`src/rtl/lsu_dmem_master.sv`:
```
// lsu_dmem_master: memory-stage load/store initiator driving the data memory strobe/stall interface.
// Optional macro LSU_MISALIGN_SPLIT_EN turns misaligned loads into two aligned word reads.
module lsu_dmem_master #(
    parameter int STALL_TIMEOUT = 16
) (
    input  logic        clk,
    input  logic        rst_n,
    input  logic        req_valid,
    output logic        req_ready,
    input  logic        req_write,
    input  logic [31:0] req_addr,
    input  logic [31:0] req_wdata,
    input  logic [1:0]  req_size,
    input  logic        req_signed,
    output logic        rsp_valid,
    output logic [31:0] rsp_rdata,
    output logic        rsp_fault,
    output logic [31:0] dmem_addr,
    output logic [31:0] dmem_write_data,
    output logic        dmem_memwrite,
    output logic        dmem_memread,
    output logic [3:0]  dmem_sign_mask,
    input  logic [31:0] dmem_read_data,
    input  logic        dmem_clk_stall
);
    localparam int CNT_W = (STALL_TIMEOUT > 2) ? $clog2(STALL_TIMEOUT) : 1;

`ifdef LSU_MISALIGN_SPLIT_EN
    typedef enum logic [2:0] {IDLE, STROBE, WAIT, RESP, SPLIT2} state_t;
`else
    typedef enum logic [1:0] {IDLE, STROBE, WAIT, RESP} state_t;
`endif

    state_t           state_reg, state_next;
    logic [31:0]      addr_reg, addr_next;
    logic [31:0]      wdata_reg, wdata_next;
    logic [31:0]      rdata_reg, rdata_next;
    logic [3:0]       mask_reg, mask_next;
    logic             memread_reg, memread_next;
    logic             memwrite_reg, memwrite_next;
    logic             fault_reg, fault_next;
    logic             write_reg, write_next;
    logic [CNT_W-1:0] cnt_reg, cnt_next;
    logic             accept, bad_size, misaligned;
    logic [2:0]       size_mask;

    assign req_ready  = (state_reg == IDLE) && !dmem_clk_stall;
    assign accept     = req_valid && req_ready;
    assign bad_size   = (req_size == 2'b11);
    assign misaligned = ((req_size == 2'b01) && req_addr[0]) ||
                        ((req_size == 2'b10) && (req_addr[1:0] != 2'b00));
    assign size_mask  = (req_size == 2'b00) ? 3'b001 : (req_size == 2'b01) ? 3'b011 : 3'b111;

`ifdef LSU_MISALIGN_SPLIT_EN
    logic        split_ok;
    logic        split_reg, split_next, first_reg, first_next;
    logic        half_reg, half_next, signed_reg, signed_next;
    logic [1:0]  off_reg, off_next;
    logic [31:0] lo_reg, lo_next, split_word, split_data;

    // A half at offset 1 is not split: the memory ignores addr[0] for halves.
    assign split_ok   = !req_write && (((req_size == 2'b01) && (req_addr[1:0] == 2'b11)) ||
                                       ((req_size == 2'b10) && (req_addr[1:0] != 2'b00)));
    assign split_word = 32'({dmem_read_data, lo_reg} >> {off_reg, 3'b000});
    assign split_data = half_reg ? {{16{signed_reg & split_word[15]}}, split_word[15:0]} : split_word;
`endif

    always_comb begin
        state_next    = state_reg;
        addr_next     = addr_reg;
        wdata_next    = wdata_reg;
        rdata_next    = rdata_reg;
        mask_next     = mask_reg;
        fault_next    = fault_reg;
        write_next    = write_reg;
        cnt_next      = cnt_reg;
        memread_next  = 1'b0;
        memwrite_next = 1'b0;
`ifdef LSU_MISALIGN_SPLIT_EN
        split_next    = split_reg;
        first_next    = first_reg;
        half_next     = half_reg;
        signed_next   = signed_reg;
        off_next      = off_reg;
        lo_next       = lo_reg;
`endif
        case (state_reg)
            IDLE: begin
                if (accept) begin
                    rdata_next = '0;
                    write_next = req_write;
`ifdef LSU_MISALIGN_SPLIT_EN
                    split_next = 1'b0;
                    if (split_ok) begin
                        addr_next    = {req_addr[31:2], 2'b00};
                        wdata_next   = req_wdata;
                        mask_next    = 4'b0111;
                        memread_next = 1'b1;
                        split_next   = 1'b1;
                        first_next   = 1'b1;
                        half_next    = (req_size == 2'b01);
                        signed_next  = req_signed;
                        off_next     = req_addr[1:0];
                        fault_next   = 1'b0;
                        state_next   = STROBE;
                    end else
`endif
                    if (bad_size || misaligned) begin
                        fault_next = 1'b1;
                        state_next = RESP;
                    end else begin
                        addr_next     = req_addr;
                        wdata_next    = req_wdata;
                        mask_next     = {req_signed, size_mask};
                        memread_next  = !req_write;
                        memwrite_next = req_write;
                        fault_next    = 1'b0;
                        state_next    = STROBE;
                    end
                end
            end
            STROBE: begin
                cnt_next   = '0;
                state_next = WAIT;
            end
            WAIT: begin
                if (!dmem_clk_stall) begin
`ifdef LSU_MISALIGN_SPLIT_EN
                    if (split_reg && first_reg) begin
                        lo_next    = dmem_read_data;
                        first_next = 1'b0;
                        state_next = SPLIT2;
                    end else begin
                        if (!write_reg) rdata_next = split_reg ? split_data : dmem_read_data;
                        state_next = RESP;
                    end
`else
                    if (!write_reg) rdata_next = dmem_read_data;
                    state_next = RESP;
`endif
                end else if (cnt_reg == CNT_W'(STALL_TIMEOUT - 1)) begin
                    fault_next = 1'b1;
                    state_next = RESP;
                end else begin
                    cnt_next = cnt_reg + CNT_W'(1);
                end
            end
`ifdef LSU_MISALIGN_SPLIT_EN
            SPLIT2: begin
                addr_next    = addr_reg + 32'd4;
                memread_next = 1'b1;
                state_next   = STROBE;
            end
`endif
            RESP:    state_next = IDLE;
            default: state_next = IDLE;
        endcase
    end

    always_ff @(posedge clk or negedge rst_n) begin
        if (!rst_n) begin
            state_reg    <= IDLE;
            addr_reg     <= '0;
            wdata_reg    <= '0;
            rdata_reg    <= '0;
            mask_reg     <= '0;
            fault_reg    <= 1'b0;
            write_reg    <= 1'b0;
            cnt_reg      <= '0;
            memread_reg  <= 1'b0;
            memwrite_reg <= 1'b0;
`ifdef LSU_MISALIGN_SPLIT_EN
            split_reg    <= 1'b0;
            first_reg    <= 1'b0;
            half_reg     <= 1'b0;
            signed_reg   <= 1'b0;
            off_reg      <= '0;
            lo_reg       <= '0;
`endif
        end else begin
            state_reg    <= state_next;
            addr_reg     <= addr_next;
            wdata_reg    <= wdata_next;
            rdata_reg    <= rdata_next;
            mask_reg     <= mask_next;
            fault_reg    <= fault_next;
            write_reg    <= write_next;
            cnt_reg      <= cnt_next;
            memread_reg  <= memread_next;
            memwrite_reg <= memwrite_next;
`ifdef LSU_MISALIGN_SPLIT_EN
            split_reg    <= split_next;
            first_reg    <= first_next;
            half_reg     <= half_next;
            signed_reg   <= signed_next;
            off_reg      <= off_next;
            lo_reg       <= lo_next;
`endif
        end
    end

    assign rsp_valid       = (state_reg == RESP);
    assign rsp_rdata       = rdata_reg;
    assign rsp_fault       = fault_reg;
    assign dmem_addr       = addr_reg;
    assign dmem_write_data = wdata_reg;
    assign dmem_sign_mask  = mask_reg;
    assign dmem_memread    = memread_reg;
    assign dmem_memwrite   = memwrite_reg;
endmodule

```
`config.mk`:
```
export PLATFORM = sky130hd
export DESIGN_NAME = lsu_dmem_master
export DESIGN_NICKNAME = d
export VERILOG_FILES = /design/src/rtl/lsu_dmem_master.sv
export SDC_FILE = /design/constraint.sdc
export NUM_CORES = 1
export LEC_CHECK = 0
export ABC_AREA = 0
export BUFFER_PORTS_ARGS = -buffer_cell sky130_fd_sc_hd__buf_2
export CAP_MARGIN = 20
export CORE_MARGIN = 8
export CORE_UTILIZATION = 45
export DETAILED_ROUTE_END_ITERATION = 8
export HOLD_SLACK_MARGIN = 0.02
export PLACE_DENSITY = 0.77
export SETUP_SLACK_MARGIN = 0.5
export SLEW_MARGIN = 25
export SYNTH_ARGS = -nofsm -noshare
export SYNTH_HDL_FRONTEND = slang
export SYNTH_SLANG_ARGS = --single-unit
```
`constraint.sdc`:
```
create_clock -name clk -period 2.8 [get_ports clk]
set_clock_uncertainty 0.1 [all_clocks]
set_input_delay 0.42 -clock clk [delete_from_list [all_inputs] [get_ports clk]]
set_output_delay 0.42 -clock clk [all_outputs]
set_load 0.01 [all_outputs]
```
# --- Word-level counts from Yosys, hierarchy flattened ---
# Index checks and enable logic that the tools add are counted.
word_totals:
  ff_bits: 110
  input_bits: 104
  out_inout_bits: 105
  elab_cells: 70
op_classes:
  add_sub_neg: 1
  n_eq_ne: 14
  muxes: 25
  bitwise_logic: 1
  n_reduce_logical: 19
ops:
  columns: ["operator", "n"]
  rows:
  - ["$mux 32", 3]
  - ["$pmux 32 s2", 1]
  - ["$ne 2x2->1 const B", 6]
  - ["$mux 1", 10]
  - ["$eq 2x2->1 const B", 4]
  - ["$mux 2", 4]
  - ["$mux 4", 2]
  - ["$pmux 2 s4", 1]
  - ["$pmux 4 s2", 1]
  - ["$reduce_and 4->1", 2]
  - ["$mux 3", 2]
  - ["$reduce_and 3->1", 2]
  - ["$reduce_bool 2->1", 3]
  - ["$add 4x1->4 const B", 1]
  - ["$eq 2x1->1 const B", 2]
  - ["$eq 4x4->1 const B", 1]
  - ["$logic_and 1x1->1", 4]
  - ["$logic_not 2->1", 2]
  - ["$reduce_and 2->1", 2]
  - ["$ne 3x3->1 const B", 1]
  - ["$logic_not 1->1", 2]
  - ["$logic_or 1x1->1", 2]
  - ["$pmux 1 s2", 1]
  - ["$not 1->1", 1]

# --- Longest topological paths before layout ---
# Gate-level depths: netlist (run 1).
depth:
  ltp_word: 7
  ltp_mapped: 7
  mapped_depth_nobuf: 5

# --- Least setup slack after synthesis (run 1) ---
# OpenSTA, ideal clock, no wires.
synth_path:
  path_kind: "register -> register"
  start: "register state_reg[0]"
  end: "register rdata_reg[0], in the netlist rsp_rdata[0]"
  setup_time_ps: 79
  t_arrival_ps: 1718
  t_required_ps: 2621
  slack_ps: 902
  path_stages_with_launch: 8
  n_path_buf: 2
  synth_period_minus_slack_ps: 1898
  path_cell_list: "dfrtp_1 > inv_1 > ha_1 > buf_4 > nor2_2 > a2111oi_4 > buf_6 > mux2i_1"
synth_via:
  elab_chain_cells: 5
  elab_cells_between_ends: 10
  cone_classes: "4 x eq/ne; 1 x mux; 5 x reduce/logical"
synth_rtl:
  columns: ["element", "line_no", "rtl"]
  rows:
  - ["from (decl)", "34", "state_t state_reg, state_next;"]
  - ["from (signal assigned)", "181", "state_reg <= state_next;"]
  - ["$logic_not 2->1", "47, 87", null]
  - ["$logic_and 1x1->1", "47", "assign req_ready = (state_reg == IDLE) && !dmem_clk_stall;"]
  - ["$logic_and 1x1->1", "48", "assign accept = req_valid && req_ready;"]
  - ["$ne 2x2->1 (no line)", null, null]
  - ["$reduce_and 4->1 (no line)", null, null]
  - ["to (signal assigned)", "184", "rdata_reg <= rdata_next;"]
  - ["to (decl)", "37", "logic [31:0] rdata_reg, rdata_next;"]
# Parallel ways exist; a longest one is shown, timed or not.
# A chain may end at the register's enable or synchronous reset.

# --- Worst setup path in the final report (run 1) ---
layout_path:
  start: "register state_reg[0]"
  end: "register wdata_reg[21], in the netlist dmem_write_data[21]"
layout_via:
  elab_chain_cells: 4
layout_rtl:
  columns: ["element", "line_no", "rtl"]
  rows:
  - ["$logic_not 2->1 (*)", "47, 87", null]
  - ["$logic_and 1x1->1", "47", null]
  - ["$logic_and 1x1->1", "48", null]
  - ["$reduce_and 3->1 (no line) (*)", null, null]
  - ["to (signal assigned)", "183", "wdata_reg <= wdata_next;"]
  - ["to (decl)", "36", "logic [31:0] wdata_reg, wdata_next;"]
# Every way passes the cells marked *; elsewhere a longest branch is shown, timed or not.

==> impl_results.html, run 1 <==
<table>
<tr><th>Metric</th><th>Value</th></tr>
<tr><th colspan="2">Logic synthesis</th></tr>
<tr><td>Share of synthesized registers carrying an async set or reset</td><td>100%</td></tr>
<tr><td>Synthesized net count</td><td>455</td></tr>
<tr><td>Adder-Cell Fraction of Synth Area</td><td>1.64%</td></tr>
<tr><td>Number of warnings reported in the yosys synthesis log</td><td>0</td></tr>
<tr><td>Number of distinct library cells after synthesis</td><td>29</td></tr>
<tr><td>Netlist area before placement</td><td>4570 um^2</td></tr>
<tr><td>Synthesized-area fraction occupied by xor and xnor cells</td><td>0%</td></tr>
<tr><td>Sequential cell area fraction in the yosys report</td><td>60.2%</td></tr>
<tr><td>Syn avg cell area</td><td>13.3 um^2</td></tr>
<tr><td>Main combinational cell family by area after synthesis</td><td>multiplexers</td></tr>
<tr><td>Number of flip-flops and latches in the synthesized netlist</td><td>110</td></tr>
<tr><td>Predominant post-synthesis flop cell</td><td>dfrtp_1</td></tr>
<tr><td>Portion of netlist area occupied by mux cells</td><td>24.6%</td></tr>
<tr><td>Simple-gate share of the synthesized area</td><td>5.80%</td></tr>
<tr><td>Compound-cell area share of the yosys netlist</td><td>2.02%</td></tr>
<tr><td>Post-synth EDFFs</td><td>0</td></tr>
<tr><td>Synthesized instance count</td><td>345</td></tr>
<tr><th colspan="2">Layout</th></tr>
<tr><td>Commonest non-fill, non-tap cell in the layout</td><td>buf_2</td></tr>
<tr><td>Number of antenna diodes</td><td>0</td></tr>
<tr><td>Filler cells</td><td>891</td></tr>
<tr><td>Growth of design area from synthesis to finish</td><td>30.6%</td></tr>
<tr><td>Area of combinational cells with multiple inputs</td><td>1570 um^2</td></tr>
<tr><td>Most used cells in the layout excluding fill and tap cells</td><td>207 x buf_2, 110 x dfrtp_1, 40 x inv_1</td></tr>
<tr><td>Share of post-route cells with drive strength above 1</td><td>47.3%</td></tr>
<tr><td>Storage cell area</td><td>2750 um^2</td></tr>
<tr><td>Post-route standard cell area excluding fillers</td><td>5970 um^2</td></tr>
<tr><td>Layout Nets</td><td>667</td></tr>
<tr><th colspan="2">CTS</th></tr>
<tr><td>Clock H-tree levels</td><td>3</td></tr>
<tr><td>Later-pin clock latency in the skew report</td><td>0.35 ns</td></tr>
<tr><td>Clock root buffer</td><td>clkbuf_8</td></tr>
<tr><td>Clock buffer depth</td><td>2</td></tr>
<tr><td>Inserted Clock Buffers</td><td>9</td></tr>
<tr><td>Clock tree sinks</td><td>110</td></tr>
<tr><td>Number of setup buffers added after CTS</td><td>0</td></tr>
<tr><td>CTS tree</td><td>yes</td></tr>
<tr><td>Post-CTS clock slew at the launch and capture registers of the worst setup and hold paths</td><td>0.09 ns</td></tr>
<tr><th colspan="2">Global route</th></tr>
<tr><td>Met3 Usage GRT</td><td>4.93%</td></tr>
<tr><td>First-pass GRT wire length</td><td>17.5 mm</td></tr>
<tr><td>Vias in the first global route</td><td>3580</td></tr>
<tr><td>Met2 track utilization from global routing</td><td>28.2%</td></tr>
<tr><td>GRT met1 Usage</td><td>18.6%</td></tr>
<tr><td>GRT Max-Usage Layer</td><td>met2</td></tr>
<tr><td>Total track usage</td><td>16.3%</td></tr>
<tr><td>Initial antenna violation count</td><td>0</td></tr>
<tr><td>Residual overflow from global routing</td><td>0</td></tr>
<tr><td>Pin count of the biggest net entering global routing</td><td>57</td></tr>
<tr><th colspan="2">Critical path</th></tr>
<tr><td>Crit-path max cell delay</td><td>0.39 ns</td></tr>
<tr><td>Category of the worst setup path launch point</td><td>register</td></tr>
<tr><td>Family with the most delay on the worst path</td><td>flip-flops</td></tr>
<tr><td>Arr. time, crit path</td><td>2.28 ns</td></tr>
<tr><td>Sum of buffers and inverters on the critical path</td><td>2</td></tr>
<tr><td>Cells traversed along the worst timing path</td><td>inv_1 -&gt; ha_1 -&gt; and3b_2 -&gt; o21ai_4 -&gt; buf_12 -&gt; mux2_2</td></tr>
<tr><td>CP max-delay cell</td><td>dfrtp_1</td></tr>
<tr><td>Crit. End Element</td><td>register</td></tr>
<tr><td>Maximum fanout along the worst path</td><td>23</td></tr>
<tr><td>Critical path start-end classification</td><td>register to register</td></tr>
<tr><td>Data required time at the worst endpoint</td><td>2.94 ns</td></tr>
<tr><th colspan="2">Floorplanning</th></tr>
<tr><td>Initial standard-cell utilization of the core</td><td>45.3%</td></tr>
<tr><td>DIE AREA</td><td>13600 um^2</td></tr>
<tr><td>Core region area</td><td>10100 um^2</td></tr>
<tr><td>Floorplan row count</td><td>37</td></tr>
<tr><td>Chip Width</td><td>117 um</td></tr>
<tr><td>I/O pin count</td><td>209</td></tr>
<tr><td>Die height</td><td>117 um</td></tr>
<tr><th colspan="2">Power and ir drop</th></tr>
<tr><td>Leakage power summed over all cells</td><td>3.14 nW</td></tr>
<tr><td>Power density relative to cell area</td><td>1060 nW/um^2</td></tr>
<tr><td>IR drop worst, VDD</td><td>0.000531 V</td></tr>
<tr><td>Total power</td><td>6.30 mW</td></tr>
<tr><th colspan="2">Timing</th></tr>
<tr><td>Number of endpoints with negative hold slack in the final report</td><td>0</td></tr>
<tr><td>Transition time of the tightest slew-check pin</td><td>0.666 ns</td></tr>
<tr><td>Highest attainable clock frequency</td><td>0.467 GHz</td></tr>
<tr><td>Final max-slew violation count</td><td>0</td></tr>
<tr><td>Setup ws final</td><td>0.661 ns</td></tr>
<tr><td>Minimum period implied by the final worst setup slack</td><td>2.14 ns</td></tr>
<tr><td>Worst slew margin relative to its limit</td><td>55.6%</td></tr>
<tr><td>Post-Route Setup TNS</td><td>0 ns</td></tr>
<tr><td>Final setup fails</td><td>0</td></tr>
<tr><td>Post-route fraction of the period consumed by the critical path</td><td>76.4%</td></tr>
<tr><td>Setup repair after global routing missed its margin</td><td>false</td></tr>
<tr><th colspan="2">Detailed routing</th></tr>
<tr><td>DRT antenna net count</td><td>0</td></tr>
<tr><td>Initial DRC count</td><td>127</td></tr>
<tr><td>Wirelength, routed</td><td>11.4 mm</td></tr>
<tr><td>DRC violation count after routing</td><td>0</td></tr>
<tr><td>Detailed Routing Iterations Pass 1</td><td>4</td></tr>
<tr><td>Via count</td><td>3286</td></tr>
<tr><td>Number of vias per cell after detailed routing</td><td>4.72</td></tr>
<tr><td>Post-DR wirelength/cell</td><td>16.4 um</td></tr>
<tr><th colspan="2">Flow run</th></tr>
<tr><td>Maximum Capacitance Violations</td><td>0</td></tr>
<tr><th colspan="2">Place</th></tr>
<tr><td>Detail Placement HPWL</td><td>8.76 mm</td></tr>
<tr><td>Cell area after placement</td><td>5780 um^2</td></tr>
<tr><td>I/O Buffers</td><td>208</td></tr>
<tr><td>Setup slack after placement</td><td>0.486 ns</td></tr>
<tr><td>Routability-driven placement congestion ratio</td><td>0.759</td></tr>
<tr><th colspan="2">Outcome</th></tr>
<tr><td>Outcome</td><td>finished, final reports clean</td></tr>
<tr><th colspan="2">Worst hold path</th></tr>
<tr><td>Worst Hold Class</td><td>input port to register</td></tr>
</table>
[metal layers]
layer | vias to the layer above | share of wire (%) | wire (um)
li1 | 1559 | - | -
met1 | 1603 | 40 | 4510
met2 | 114 | 50 | 5720
met3 | 10 | 8.8 | 1000
met4 | 0 | 1.3 | 144
met5 | - | 0 | 0
[area by class of cell]
type / count / area share [%]
multi-input combinational: 180 / 26.4
sequential: 110 / 46.1
tap: 136 / 2.85
clock inverter: 2 / 0.587
clock buffer: 12 / 2.26
timing repair buffer: 216 / 19.4
inverter: 40 / 2.51
[synth_stat cells (3+ instances only)]
cell | n | area share [%]
mux2_2 | 34 | 8.4
inv_1 | 40 | 3.3
nor2b_1 | 3 | 0.41
mux2_1 | 32 | 7.9
nand4_1 | 3 | 0.41
clkbuf_1 | 4 | 0.33
buf_6 | 3 | 0.74
nand2_1 | 36 | 3.0
mux2i_1 | 38 | 8.3
a21oi_1 | 3 | 0.33
dfrtp_1 | 110 | 60
ha_1 | 6 | 1.6
buf_4 | 8 | 1.3
nor2_1 | 5 | 0.41
nand2b_1 | 3 | 0.41
[power by group]
part / leakage [nW] / internal [mW] / total (mW) / switching, mW
clock: 0.0863 / 0.405 / 0.879 / 0.474
combinational: 1.67 / 1.26 / 2.69 / 1.43
sequential: 1.39 / 2.35 / 2.74 / 0.390
[cells by family after synthesis]
family                     after synthesis
AOI/OAI and AO/OA                       10
DFF                                    110
muxes                                  104
and+or+nand+nor                         59
adders and majority gates                6
buffers and inverters                   56
[worst paths after layout]
check | from | to | slack (ns) | depth (start not counted)
max in group asynchronous | rst_n | dmem_write_data[28] | 1.48 | 3
max reg2reg | state_reg[0] | dmem_write_data[21] | 0.66 | 6
min in group asynchronous | rst_n | rsp_rdata[13] | 0.45 | 2
min reg2reg | dmem_sign_mask[0] | dmem_sign_mask[0] | 0.39 | 1
max | state_reg[0] | dmem_write_data[21] | 0.66 | 6
min | req_write | dmem_memread | 0.12 | 2
[repair_timing]
action,in CTS,in global routing
hold endpoints to repair,31,0
endpoints found under the setup margin,0,45
gates resized for setup,0,1
hold buffers,1,0
[metrics by stage]
stage	hold slack, ns	utilization (%)	instances
5_1_grt	0.0986	59.2	696
2_1_floorplan	0.0244	-	345
3_5_place_dp	0.297	57.3	680
3_3_place_gp	0.291	57.3	680
6_report	0.121	59.2	696
4_1_cts	0.0988	59.1	695
(Power assumes the default switching activity.)
==> inputs of run 2 (changes only) <==
==> constraint.sdc (replaced) <==
create_clock -name clk -period 2 [get_ports clk]
set_clock_uncertainty 0.1 [all_clocks]
set_input_delay 0.3 -clock clk [delete_from_list [all_inputs] [get_ports clk]]
set_output_delay 0.3 -clock clk [all_outputs]
set_load 0.01 [all_outputs]
==> impl_results.html, run 2 (synthesized netlist as in run 1, its figures left out) <==
<table>
<tr><th>Metric</th><th>Value</th></tr>
<tr><th colspan="2">Outcome</th></tr>
<tr><td>Outcome</td><td>finished, final reports clean</td></tr>
<tr><th colspan="2">Floorplanning</th></tr>
<tr><td>Die height</td><td>117 um</td></tr>
<tr><td>Initial standard-cell utilization of the core</td><td>45.3%</td></tr>
<tr><td>Core region area</td><td>10100 um^2</td></tr>
<tr><td>Chip Width</td><td>117 um</td></tr>
<tr><td>I/O pin count</td><td>209</td></tr>
<tr><td>DIE AREA</td><td>13600 um^2</td></tr>
<tr><td>Floorplan row count</td><td>37</td></tr>
<tr><th colspan="2">CTS</th></tr>
<tr><td>Clock H-tree levels</td><td>3</td></tr>
<tr><td>Clock tree sinks</td><td>110</td></tr>
<tr><td>Inserted Clock Buffers</td><td>9</td></tr>
<tr><td>CTS tree</td><td>yes</td></tr>
<tr><td>Post-CTS clock slew at the launch and capture registers of the worst setup and hold paths</td><td>0.11 ns</td></tr>
<tr><td>Clock root buffer</td><td>clkbuf_8</td></tr>
<tr><td>Later-pin clock latency in the skew report</td><td>0.35 ns</td></tr>
<tr><td>Clock buffer depth</td><td>2</td></tr>
<tr><th colspan="2">Global route</th></tr>
<tr><td>Total track usage</td><td>18.2%</td></tr>
<tr><td>Vias in the first global route</td><td>3793</td></tr>
<tr><td>Pin count of the biggest net entering global routing</td><td>42</td></tr>
<tr><td>Initial antenna violation count</td><td>0</td></tr>
<tr><td>Residual overflow from global routing</td><td>0</td></tr>
<tr><td>First-pass GRT wire length</td><td>19.3 mm</td></tr>
<tr><th colspan="2">Detailed routing</th></tr>
<tr><td>Via count</td><td>3502</td></tr>
<tr><td>Initial DRC count</td><td>141</td></tr>
<tr><td>Detailed Routing Iterations Pass 1</td><td>4</td></tr>
<tr><td>DRC violation count after routing</td><td>0</td></tr>
<tr><td>Wirelength, routed</td><td>12.7 mm</td></tr>
<tr><td>Number of vias per cell after detailed routing</td><td>4.81</td></tr>
<tr><td>DRT antenna net count</td><td>0</td></tr>
<tr><td>Post-DR wirelength/cell</td><td>17.5 um</td></tr>
<tr><th colspan="2">Power and ir drop</th></tr>
<tr><td>Leakage power summed over all cells</td><td>3.72 nW</td></tr>
<tr><td>IR drop worst, VDD</td><td>0.000715 V</td></tr>
<tr><td>Combinational group share of total power</td><td>48.0%</td></tr>
<tr><td>Internal power component</td><td>6.41 mW</td></tr>
<tr><td>Share of total power in sequential cells</td><td>39.2%</td></tr>
<tr><td>Switching power total</td><td>3.56 mW</td></tr>
<tr><td>Power density relative to cell area</td><td>1480 nW/um^2</td></tr>
<tr><td>Proportion of power drawn by the clock network</td><td>12.8%</td></tr>
<tr><td>Sw frac</td><td>35.7%</td></tr>
<tr><th colspan="2">Timing</th></tr>
<tr><td>Setup repair after global routing missed its margin</td><td>true</td></tr>
<tr><td>Worst slew margin relative to its limit</td><td>62.4%</td></tr>
<tr><td>Final max-slew violation count</td><td>0</td></tr>
<tr><td>Highest attainable clock frequency</td><td>0.540 GHz</td></tr>
<tr><td>Transition time of the tightest slew-check pin</td><td>0.564 ns</td></tr>
<tr><td>Final setup fails</td><td>0</td></tr>
<tr><td>Number of endpoints with negative hold slack in the final report</td><td>0</td></tr>
<tr><td>Setup ws final</td><td>0.147 ns</td></tr>
<tr><td>Minimum period implied by the final worst setup slack</td><td>1.85 ns</td></tr>
<tr><td>Post-route fraction of the period consumed by the critical path</td><td>92.7%</td></tr>
<tr><td>Hold_ws</td><td>0.0584 ns</td></tr>
<tr><td>Post-Route Setup TNS</td><td>0 ns</td></tr>
<tr><th colspan="2">Layout</th></tr>
<tr><td>Share of post-route cells with drive strength above 1</td><td>57.9%</td></tr>
<tr><td>Most used cells in the layout excluding fill and tap cells</td><td>206 x buf_2, 110 x dfrtp_1, 66 x mux2_4</td></tr>
<tr><td>Growth of design area from synthesis to finish</td><td>47.4%</td></tr>
<tr><td>Commonest non-fill, non-tap cell in the layout</td><td>buf_2</td></tr>
<tr><td>Layout Nets</td><td>697</td></tr>
<tr><td>Post-route standard cell area excluding fillers</td><td>6740 um^2</td></tr>
<tr><td>Storage cell area</td><td>2750 um^2</td></tr>
<tr><td>Area of combinational cells with multiple inputs</td><td>1890 um^2</td></tr>
<tr><td>Number of antenna diodes</td><td>0</td></tr>
<tr><td>Filler cells</td><td>824</td></tr>
<tr><td>Count of non-filler cells in the finished layout</td><td>728</td></tr>
<tr><th colspan="2">Flow run</th></tr>
<tr><td>Maximum Capacitance Violations</td><td>0</td></tr>
<tr><th colspan="2">Critical path</th></tr>
<tr><td>Category of the worst setup path launch point</td><td>register</td></tr>
<tr><td>Maximum fanout along the worst path</td><td>6</td></tr>
<tr><td>Reg2reg setup slack</td><td>0.15 ns</td></tr>
<tr><td>Family with the most delay on the worst path</td><td>buffers and inverters</td></tr>
<tr><td>Data required time at the worst endpoint</td><td>2.14 ns</td></tr>
<tr><td>Critical path start-end classification</td><td>register to register</td></tr>
<tr><td>Arr. time, crit path</td><td>2.00 ns</td></tr>
<tr><td>Crit-path max cell delay</td><td>0.41 ns</td></tr>
<tr><td>Crit. End Element</td><td>register</td></tr>
<tr><td>CP max-delay cell</td><td>dfrtp_1</td></tr>
<tr><td>Sum of buffers and inverters on the critical path</td><td>3</td></tr>
<tr><td>Cells traversed along the worst timing path</td><td>inv_2 -&gt; ha_4 -&gt; and3b_2 -&gt; o21ai_4 -&gt; buf_12 -&gt; clkbuf_16 -&gt; mux2_4</td></tr>
<tr><th colspan="2">Place</th></tr>
<tr><td>Setup slack after placement</td><td>0.0925 ns</td></tr>
<tr><td>I/O Buffers</td><td>208</td></tr>
<tr><td>Routability-driven placement congestion ratio</td><td>0.804</td></tr>
<tr><td>Count of placed standard cells including taps</td><td>686</td></tr>
<tr><td>Cell area after placement</td><td>6110 um^2</td></tr>
<tr><td>Detail Placement HPWL</td><td>9.19 mm</td></tr>
<tr><th colspan="2">Worst hold path</th></tr>
<tr><td>Worst Hold Class</td><td>input port to register</td></tr>
</table>
run 2: routing by layer:
metal	up-vias	part of all wire, %	track usage [%]
met5	-	0	0
met3	17	10	6.46
met4	0	1.7	5.80
met2	158	47	29.3
met1	1708	41	22.4
li1	1619	-	-
run 2: timing repair:
action                     in CTS  in global routing
setup endpoints to repair     107                110
gates resized for setup        13                 12
pin swaps                       2                  4
hold buffers                    2                  0
gates cloned                    4                  3
hold endpoints to repair       38                  0
setup buffers                  13                  4
run 2: worst paths after layout:
kind                                   start                   to  depth (start not counted)
hold reg to reg            dmem_sign_mask[0]    dmem_sign_mask[0]                          1
min in group asynchronous              rst_n        rsp_rdata[11]                          2
setup / recovery                state_reg[0]  dmem_write_data[31]                          7
hold / removal                  req_wdata[8]   dmem_write_data[8]                          2
setup reg to reg                state_reg[0]  dmem_write_data[31]                          7
max in group asynchronous              rst_n  dmem_write_data[14]                          3
run 2: through the flow:
step | power (mW) | utilization (%)
2_1_floorplan | 6.56 | -
3_3_place_gp | 8.12 | 60.6
3_5_place_dp | 8.29 | 60.6
4_1_cts | 9.91 | 65.3
5_1_grt | 10.6 | 66.8
6_report | 9.98 | 66.8
run 2: worst register-to-register path, cell delays in order, from the launching register on:
cell and delay, ns:
dfrtp_1 0.41, inv_2 0.12, ha_4 0.18, and3b_2 0.22, o21ai_4 0.10, buf_12 0.16
clkbuf_16 0.16, mux2_4 0.29
run 2: power groups by stage:
stage               combinational (mW)  clock [mW]  sequential [mW]
floorplan                         2.18           0             4.38
global placement                  4.21           0             3.91
detailed placement                4.37           0             3.92
CTS                               4.67        1.32             3.91
global route                      5.20        1.39             4.05
finish                            4.79        1.27             3.91
run 2: cell type report:
cell class              instances  area share [%]
flip-flops and latches        110            40.8
repair buffers                247            23.5
clock inverters                 6           0.835
clock buffers                  10            2.04
well taps                     136            2.52
inverters                      40            2.23
multi-input cells             179            28.0
